$ cat config.mk
export PLATFORM = sky130hd
export DESIGN_NAME = mem_stage
export DESIGN_NICKNAME = d
export VERILOG_FILES = /design/src/rtl/mem_stage_pkg.sv /design/src/rtl/mem_stage_lsu_align.sv /design/src/rtl/mem_stage.sv
export SDC_FILE = /design/constraint.sdc
export NUM_CORES = 1
export LEC_CHECK = 0
export ABC_AREA = 1
export BUFFER_PORTS_ARGS = -buffer_cell sky130_fd_sc_hd__buf_2
export CORE_AREA = 2 2 150 152
export CTS_BUF_LIST = sky130_fd_sc_hd__clkbuf_8
export DETAILED_ROUTE_END_ITERATION = 8
export DIE_AREA = 0 0 152 154
export GPL_TIMING_DRIVEN = 0
export PLACE_DENSITY_LB_ADDON = 0.2
export SYNTH_ARGS = -nofsm -noshare
export SYNTH_HDL_FRONTEND = slang
export SYNTH_SLANG_ARGS = --single-unit
$ cat constraint.sdc
create_clock -name clk -period 4.4 [get_ports clk]
set_input_delay 0.44 -clock clk [delete_from_list [all_inputs] [get_ports clk]]
set_output_delay 0.44 -clock clk [all_outputs]
set_load 0.02 [all_outputs]
$ cat src/rtl/mem_stage_pkg.sv
// mem_stage_pkg: shared widths, load/store operation codes and the MEM-stage
// FSM state encoding for the MIPS32 MEM pipeline stage.
package mem_stage_pkg;

  localparam int REG_BUS      = 32;
  localparam int REG_ADDR_BUS = 5;
  localparam int ALU_OP_BUS   = 8;

  // Load/store operation codes (the 111x_xxxx group of the aluop space).
  localparam logic [ALU_OP_BUS-1:0] EXE_LB_OP  = 8'b1110_0000;
  localparam logic [ALU_OP_BUS-1:0] EXE_LH_OP  = 8'b1110_0001;
  localparam logic [ALU_OP_BUS-1:0] EXE_LW_OP  = 8'b1110_0011;
  localparam logic [ALU_OP_BUS-1:0] EXE_LBU_OP = 8'b1110_0100;
  localparam logic [ALU_OP_BUS-1:0] EXE_LHU_OP = 8'b1110_0101;
  localparam logic [ALU_OP_BUS-1:0] EXE_SB_OP  = 8'b1110_1000;
  localparam logic [ALU_OP_BUS-1:0] EXE_SH_OP  = 8'b1110_1001;
  localparam logic [ALU_OP_BUS-1:0] EXE_SW_OP  = 8'b1110_1011;

  // A couple of non-memory codes, used for pass-through traffic.
  localparam logic [ALU_OP_BUS-1:0] EXE_ADDU_OP = 8'b0010_0001;
  localparam logic [ALU_OP_BUS-1:0] EXE_MTHI_OP = 8'b0001_0001;

  typedef enum logic [1:0] {
    MEM_IDLE = 2'd0,
    MEM_REQ  = 2'd1,
    MEM_DONE = 2'd2
  } mem_state_e;

endpackage

$ cat src/rtl/mem_stage_lsu_align.sv
// lsu_align: combinational load/store lane logic.
// Inputs : aluop, addr_lo (effective address [1:0]), reg2 (store data),
//          rdata (bus read data).
// Outputs: is_mem / is_store op decode, misaligned flag, byte enables,
//          lane-replicated store data, sign/zero-extended load value.
module lsu_align
  import mem_stage_pkg::*;
(
  input  logic [ALU_OP_BUS-1:0] aluop,
  input  logic [1:0]            addr_lo,
  input  logic [REG_BUS-1:0]    reg2,
  input  logic [REG_BUS-1:0]    rdata,
  output logic                  is_mem,
  output logic                  is_store,
  output logic                  misaligned,
  output logic [3:0]            be,
  output logic [REG_BUS-1:0]    wdata,
  output logic [REG_BUS-1:0]    ldata
);

  logic [7:0]  lane_b;
  logic [15:0] lane_h;

  assign lane_b = addr_lo[1] ? (addr_lo[0] ? rdata[31:24] : rdata[23:16])
                             : (addr_lo[0] ? rdata[15:8]  : rdata[7:0]);
  assign lane_h = addr_lo[1] ? rdata[31:16] : rdata[15:0];

  always_comb begin
    is_mem     = 1'b0;
    is_store   = 1'b0;
    misaligned = 1'b0;
    be         = 4'b0000;
    wdata      = '0;
    ldata      = '0;

    case (aluop)
      EXE_LB_OP, EXE_LBU_OP, EXE_SB_OP: begin
        is_mem = 1'b1;
        be     = 4'b0001 << addr_lo;
        wdata  = {4{reg2[7:0]}};
      end
      EXE_LH_OP, EXE_LHU_OP, EXE_SH_OP: begin
        is_mem     = 1'b1;
        misaligned = addr_lo[0];
        be         = addr_lo[1] ? 4'b1100 : 4'b0011;
        wdata      = {2{reg2[15:0]}};
      end
      EXE_LW_OP, EXE_SW_OP: begin
        is_mem     = 1'b1;
        misaligned = |addr_lo;
        be         = 4'b1111;
        wdata      = reg2;
      end
      default: ;
    endcase

    is_store = (aluop == EXE_SB_OP) || (aluop == EXE_SH_OP) || (aluop == EXE_SW_OP);

    case (aluop)
      EXE_LB_OP:  ldata = {{24{lane_b[7]}}, lane_b};
      EXE_LBU_OP: ldata = {24'h0, lane_b};
      EXE_LH_OP:  ldata = {{16{lane_h[15]}}, lane_h};
      EXE_LHU_OP: ldata = {16'h0, lane_h};
      EXE_LW_OP:  ldata = rdata;
      default:    ldata = '0;
    endcase
  end

endmodule

$ cat src/rtl/mem_stage.sv
// mem_stage: MEM pipeline stage. Non-memory ops pass ex_* to mem_*
// combinationally. Aligned loads/stores run a req/ack bus access through
// IDLE -> REQ -> DONE, holding the pipeline with stall_req until DONE.
// Misaligned accesses raise addr_err for one cycle and suppress writeback.
// Ports: clk/rst; ex_* from ex_mem; mem_* to mem_wb; stall_req, addr_err;
//        dbus_* request side (registered) and dbus_rdata/dbus_ack.
module mem_stage
  import mem_stage_pkg::*;
(
  input  logic                    clk,
  input  logic                    rst,
  input  logic [REG_ADDR_BUS-1:0] ex_wd,
  input  logic                    ex_wreg,
  input  logic [REG_BUS-1:0]      ex_wdata,
  input  logic [ALU_OP_BUS-1:0]   ex_aluop,
  input  logic [REG_BUS-1:0]      ex_mem_addr,
  input  logic [REG_BUS-1:0]      ex_reg2,
  input  logic [REG_BUS-1:0]      ex_hi,
  input  logic [REG_BUS-1:0]      ex_lo,
  input  logic                    ex_enhilo,
  output logic [REG_ADDR_BUS-1:0] mem_wd,
  output logic                    mem_wreg,
  output logic [REG_BUS-1:0]      mem_wdata,
  output logic [REG_BUS-1:0]      mem_hi,
  output logic [REG_BUS-1:0]      mem_lo,
  output logic                    mem_enhilo,
  output logic                    stall_req,
  output logic                    addr_err,
  output logic                    dbus_req,
  output logic                    dbus_we,
  output logic [REG_BUS-1:0]      dbus_addr,
  output logic [3:0]              dbus_be,
  output logic [REG_BUS-1:0]      dbus_wdata,
  input  logic [REG_BUS-1:0]      dbus_rdata,
  input  logic                    dbus_ack
);

  mem_state_e                state_q, state_d;
  logic                      req_q, req_d;
  logic                      we_q, we_d;
  logic [REG_BUS-1:0]        addr_q, addr_d;
  logic [3:0]                be_q, be_d;
  logic [REG_BUS-1:0]        wdata_q, wdata_d;
  logic [ALU_OP_BUS-1:0]     aluop_q, aluop_d;
  logic [1:0]                addr_lo_q, addr_lo_d;
  logic [REG_ADDR_BUS-1:0]   wd_q, wd_d;
  logic                      wreg_q, wreg_d;
  logic [REG_BUS-1:0]        rdata_q, rdata_d;

  // In IDLE the lane logic looks at the incoming instruction; afterwards it
  // looks at the latched op/offset and captured read data so DONE can
  // extract the load value while ex_* is still held.
  logic                      idle;
  logic [ALU_OP_BUS-1:0]     al_aluop;
  logic [1:0]                al_addr_lo;
  logic [REG_BUS-1:0]        al_rdata;
  logic                      al_is_mem, al_is_store, al_misaligned;
  logic [3:0]                al_be;
  logic [REG_BUS-1:0]        al_wdata, al_ldata;

  assign idle       = (state_q == MEM_IDLE);
  assign al_aluop   = idle ? ex_aluop          : aluop_q;
  assign al_addr_lo = idle ? ex_mem_addr[1:0]  : addr_lo_q;
  assign al_rdata   = idle ? dbus_rdata        : rdata_q;

  lsu_align u_align (
    .aluop      (al_aluop),
    .addr_lo    (al_addr_lo),
    .reg2       (ex_reg2),
    .rdata      (al_rdata),
    .is_mem     (al_is_mem),
    .is_store   (al_is_store),
    .misaligned (al_misaligned),
    .be         (al_be),
    .wdata      (al_wdata),
    .ldata      (al_ldata)
  );

  always_comb begin
    state_d   = state_q;
    req_d     = req_q;
    we_d      = we_q;
    addr_d    = addr_q;
    be_d      = be_q;
    wdata_d   = wdata_q;
    aluop_d   = aluop_q;
    addr_lo_d = addr_lo_q;
    wd_d      = wd_q;
    wreg_d    = wreg_q;
    rdata_d   = rdata_q;

    mem_wd     = ex_wd;
    mem_wreg   = ex_wreg;
    mem_wdata  = ex_wdata;
    mem_hi     = ex_hi;
    mem_lo     = ex_lo;
    mem_enhilo = ex_enhilo;
    stall_req  = 1'b0;
    addr_err   = 1'b0;

    case (state_q)
      MEM_IDLE: begin
        if (al_is_mem && al_misaligned) begin
          addr_err   = 1'b1;
          mem_wreg   = 1'b0;
          mem_enhilo = 1'b0;
        end else if (al_is_mem) begin
          stall_req  = 1'b1;
          mem_wd     = '0;
          mem_wreg   = 1'b0;
          mem_wdata  = '0;
          mem_hi     = '0;
          mem_lo     = '0;
          mem_enhilo = 1'b0;
          state_d    = MEM_REQ;
          req_d      = 1'b1;
          we_d       = al_is_store;
          addr_d     = {ex_mem_addr[31:2], 2'b00};
          be_d       = al_be;
          wdata_d    = al_wdata;
          aluop_d    = ex_aluop;
          addr_lo_d  = ex_mem_addr[1:0];
          wd_d       = ex_wd;
          wreg_d     = ex_wreg;
        end
      end
      MEM_REQ: begin
        stall_req  = 1'b1;
        mem_wd     = '0;
        mem_wreg   = 1'b0;
        mem_wdata  = '0;
        mem_hi     = '0;
        mem_lo     = '0;
        mem_enhilo = 1'b0;
        if (dbus_ack) begin
          rdata_d = dbus_rdata;
          req_d   = 1'b0;
          state_d = MEM_DONE;
        end
      end
      MEM_DONE: begin
        // ex_* still holds this instruction; hi/lo/enhilo pass through.
        mem_wd    = wd_q;
        mem_wreg  = wreg_q;
        mem_wdata = al_is_store ? ex_wdata : al_ldata;
        state_d   = MEM_IDLE;
      end
      default: state_d = MEM_IDLE;
    endcase
  end

  always_ff @(posedge clk or posedge rst) begin
    if (rst) begin
      state_q   <= MEM_IDLE;
      req_q     <= 1'b0;
      we_q      <= 1'b0;
      addr_q    <= '0;
      be_q      <= '0;
      wdata_q   <= '0;
      aluop_q   <= '0;
      addr_lo_q <= '0;
      wd_q      <= '0;
      wreg_q    <= 1'b0;
      rdata_q   <= '0;
    end else begin
      state_q   <= state_d;
      req_q     <= req_d;
      we_q      <= we_d;
      addr_q    <= addr_d;
      be_q      <= be_d;
      wdata_q   <= wdata_d;
      aluop_q   <= aluop_d;
      addr_lo_q <= addr_lo_d;
      wd_q      <= wd_d;
      wreg_q    <= wreg_d;
      rdata_q   <= rdata_d;
    end
  end

  assign dbus_req   = req_q;
  assign dbus_we    = we_q;
  assign dbus_addr  = addr_q;
  assign dbus_be    = be_q;
  assign dbus_wdata = wdata_q;

endmodule
==> flow_summary.json <==
{
  "synthFlopType": "dfrtp_1",
  "cts.sinks": 118,
  "grt_start_max_net_pins": 87,
  "fillers": 2360,
  "synth_common_cells": "nand2_1 (390), inv_1 (152), nor2_1 (131)",
  "synth_area_leaders": "dfrtp_1 (42%), nand2_1 (21%), inv_1 (8.1%)",
  "via_per_inst": 4.66,
  "firstDrtPassIters": 5,
  "cp-end-kind": "output pin",
  "place_area_um2": 9340,
  "htreeDepth": 4,
  "die_w_um": 152,
  "fmax_ghz": 0.299,
  "p_leak_nw": 5.87,
  "antenna_found_initial": 3,
  "finalSetupTns_ns": 0,
  "syn-cell-area_um2": 7040,
  "port_buffers": 382,
  "yosysTopAreaCellShare_pct": 41.9,
  "crit_slowest_cell": "dfrtp_1",
  "die_h_um": 154,
  "overflow": 0,
  "period_share_pct": 76.0,
  "max_slew.worst_pin.slew_ns": 0.747,
  "place_inst": 1729,
  "yosys.area.top_type": "dfrtp_1",
  "drt_iter0_drc": 555,
  "relSlewSlack_pct": 49.7,
  "syn_inst": 1065,
  "drv_cap": 0,
  "grt_usage_pct": 23.4,
  "status": "finished, final reports clean",
  "arrival_ns": 2.90,
  "ctsResizeCount": 0,
  "final_antenna_net_count": 0,
  "ys_seq_area_share_pct": 41.9,
  "crit_path_max_fanout": 10,
  "pre_cts_ws_ns": 1.51,
  "slowest_delay_ns": 0.36,
  "cts_tree": "built",
  "dieArea_um2": 23400,
  "vias": 8207,
  "avgRoutedWirePerCell_um": 15.8,
  "hold_class": "in -> reg",
  "io_pins": 385,
  "ff2ff_setup_slack_ns": 2.07,
  "stdcell_count": 1763,
  "nets": 1679,
  "drc": 0,
  "ys_ff_latch": 118,
  "start_kind": "flop",
  "gp_congestion": 0.911,
  "setup_violations": 0,
  "rsz0062_at_grt": "no",
  "powerDensity_nw_per_um2": 600,
  "grt_pass1_wl_mm": 43.2,
  "fin_skew_ns": 0.0147,
  "drive_gt1_share_pct": 32.1,
  "clk_latency_ns": 0.44,
  "rows": 54,
  "crit_required_ns": 3.96,
  "area_delta_synth_final_pct": 38.7,
  "hold_violations": 0,
  "synth.distinct_cells": 30,
  "coreArea_um2": 21700,
  "async_flop_share_pct": 100,
  "path_cells": "buf_4 -> nor2_8 -> buf_6 -> nand2_1 -> nand2_1 -> nand4_1 -> nand4_2 -> nand2_1 -> buf_4 -> buf_4 -> nor2_1 -> buf_2",
  "clockRootBuffer": "clkbuf_8",
  "grt_pass1_vias": 7874,
  "stdcell_area_um2": 9770,
  "vdd_ir_drop_max_uv": 264,
  "hold_buffers": 1,
  "synthMostInstantiatedCell": "nand2_1",
  "drt_wl_total_mm": 27.9,
  "place.detailed.hpwl_mm": 22.5,
  "synth-edff-count": 0,
  "setup_ws_ns": 1.06,
  "post-cts-setup-buffer-count": 0,
  "postSynthAreaPerCell_um2": 6.61,
  "drv_slew": 0,
  "initial_utilization_pct": 32.5,
  "cts.reportedPaths.clkPinSlew_ns": 0.09,
  "fin_crit_ns": 3.34,
  "clockBufferDepth": 2,
  "cts_buffers": 17,
  "worstSetupPathType": "reg -> out",
  "yosys_warnings": 0
}
[metal layers]
metal / share of wire (%) / up-vias / routed length [µm] / global-route usage (%)
met5: 0.086 / - / 24 / 0
met4: 2.1 / 4 / 572 / 6.54
met3: 6.6 / 31 / 1850 / 6.00
met2: 49 / 315 / 13800 / 40.6
met1: 42 / 3787 / 11700 / 28.9
li1: - / 4070 / - / -
[layout make-up]
class / instances / area, µm² / share of cell area, %
Multi-Input combinational cell: 742 / 3210 / 32.8
Sequential cell: 118 / 2950 / 30.2
Timing Repair Buffer: 384 / 1950 / 20.0
Inverter: 154 / 583 / 5.97
Tap cell: 280 / 350 / 3.59
Buffer: 52 / 305 / 3.13
Clock buffer: 17 / 234 / 2.40
Clock inverter: 15 / 181 / 1.86
Antenna cell: 1 / 2.50 / 0.0256
[kinds of logic (layout without fill, tap and decap cells)]
kind of cell / count (synthesis) / after routing / synth area share, %
buffers and inverters: 206 / 622 / 12.5
DFF: 118 / 118 / 41.9
and+or+nand+nor: 581 / 581 / 33.6
other: 1 / 3 / 0.0533
AOI/OAI and AO/OA: 159 / 159 / 11.9
[final timing paths]
check / to / from / depth (start not counted)
worst max register to register: dbus_wdata[13]$_DFFE_PP0P_ / state_q[0]$_DFFE_PP0P_ / 11
worst max-delay path: mem_lo[26] / state_q[0]$_DFFE_PP0P_ / 12
min in group asynchronous: dbus_addr[16]$_DFFE_PP0P_ / rst / 3
worst min register to register: aluop_q[7]$_DFFE_PP0P_ / aluop_q[7]$_DFFE_PP0P_ / 2
max in group asynchronous: rdata_q[4]$_DFFE_PP0P_ / rst / 4
worst min-delay path: dbus_addr[17]$_DFFE_PP0P_ / ex_mem_addr[17] / 3
[registers in the layout, indices dropped and copies added (netlist names)]
register / cells
aluop_q: 8
dbus_addr: 30
dbus_req: 1
dbus_be: 4
wreg_q: 1
dbus_we: 1
addr_lo_q: 2
rdata_q: 32
state_q: 2
wd_q: 5
dbus_wdata: 32
[through the flow]
step,hold WS (ns),util [%],power (mW)
2_1_floorplan,0.422,-,3.70
3_3_place_gp,0.434,42.9,4.79
3_5_place_dp,0.442,43.1,4.82
4_1_cts,0.148,45.0,5.91
5_1_grt,0.160,45.0,6.31
6_report,0.182,45.0,5.86
[critical path: cells and delay by family, from the launching register on]
| family | cells | cell delay, ns |
|---|---|---|
| AND/OR/NAND/NOR | 7 | 1.14 |
| buffers and inverters | 5 | 0.93 |
| flip-flops | 1 | 0.36 |
[where the power goes]
| group | leakage, nW | switching, mW | internal (mW) |
|---|---|---|---|
| combinational | 4.16 | 2.07 | 0.951 |
| sequential | 1.50 | 0.252 | 1.52 |
| clock | 0.212 | 0.536 | 0.531 |
| total | 5.87 | 2.86 | 3.00 |
[layout by cell type (no fill, tap or decap), types with 5 or more instances in the layout]
master,count
clkbuf_8,17
nor2_1,131
clkbuf_1,15
inv_8,5
nand2_1,390
buf_2,401
o21ai_0,87
inv_6,6
nand3_1,37
inv_1,151
o22ai_1,18
buf_6,5
o21ai_1,29
buf_4,13
dfrtp_1,118
a21oi_1,18
nand2_2,5
(Power assumes the default switching activity.)
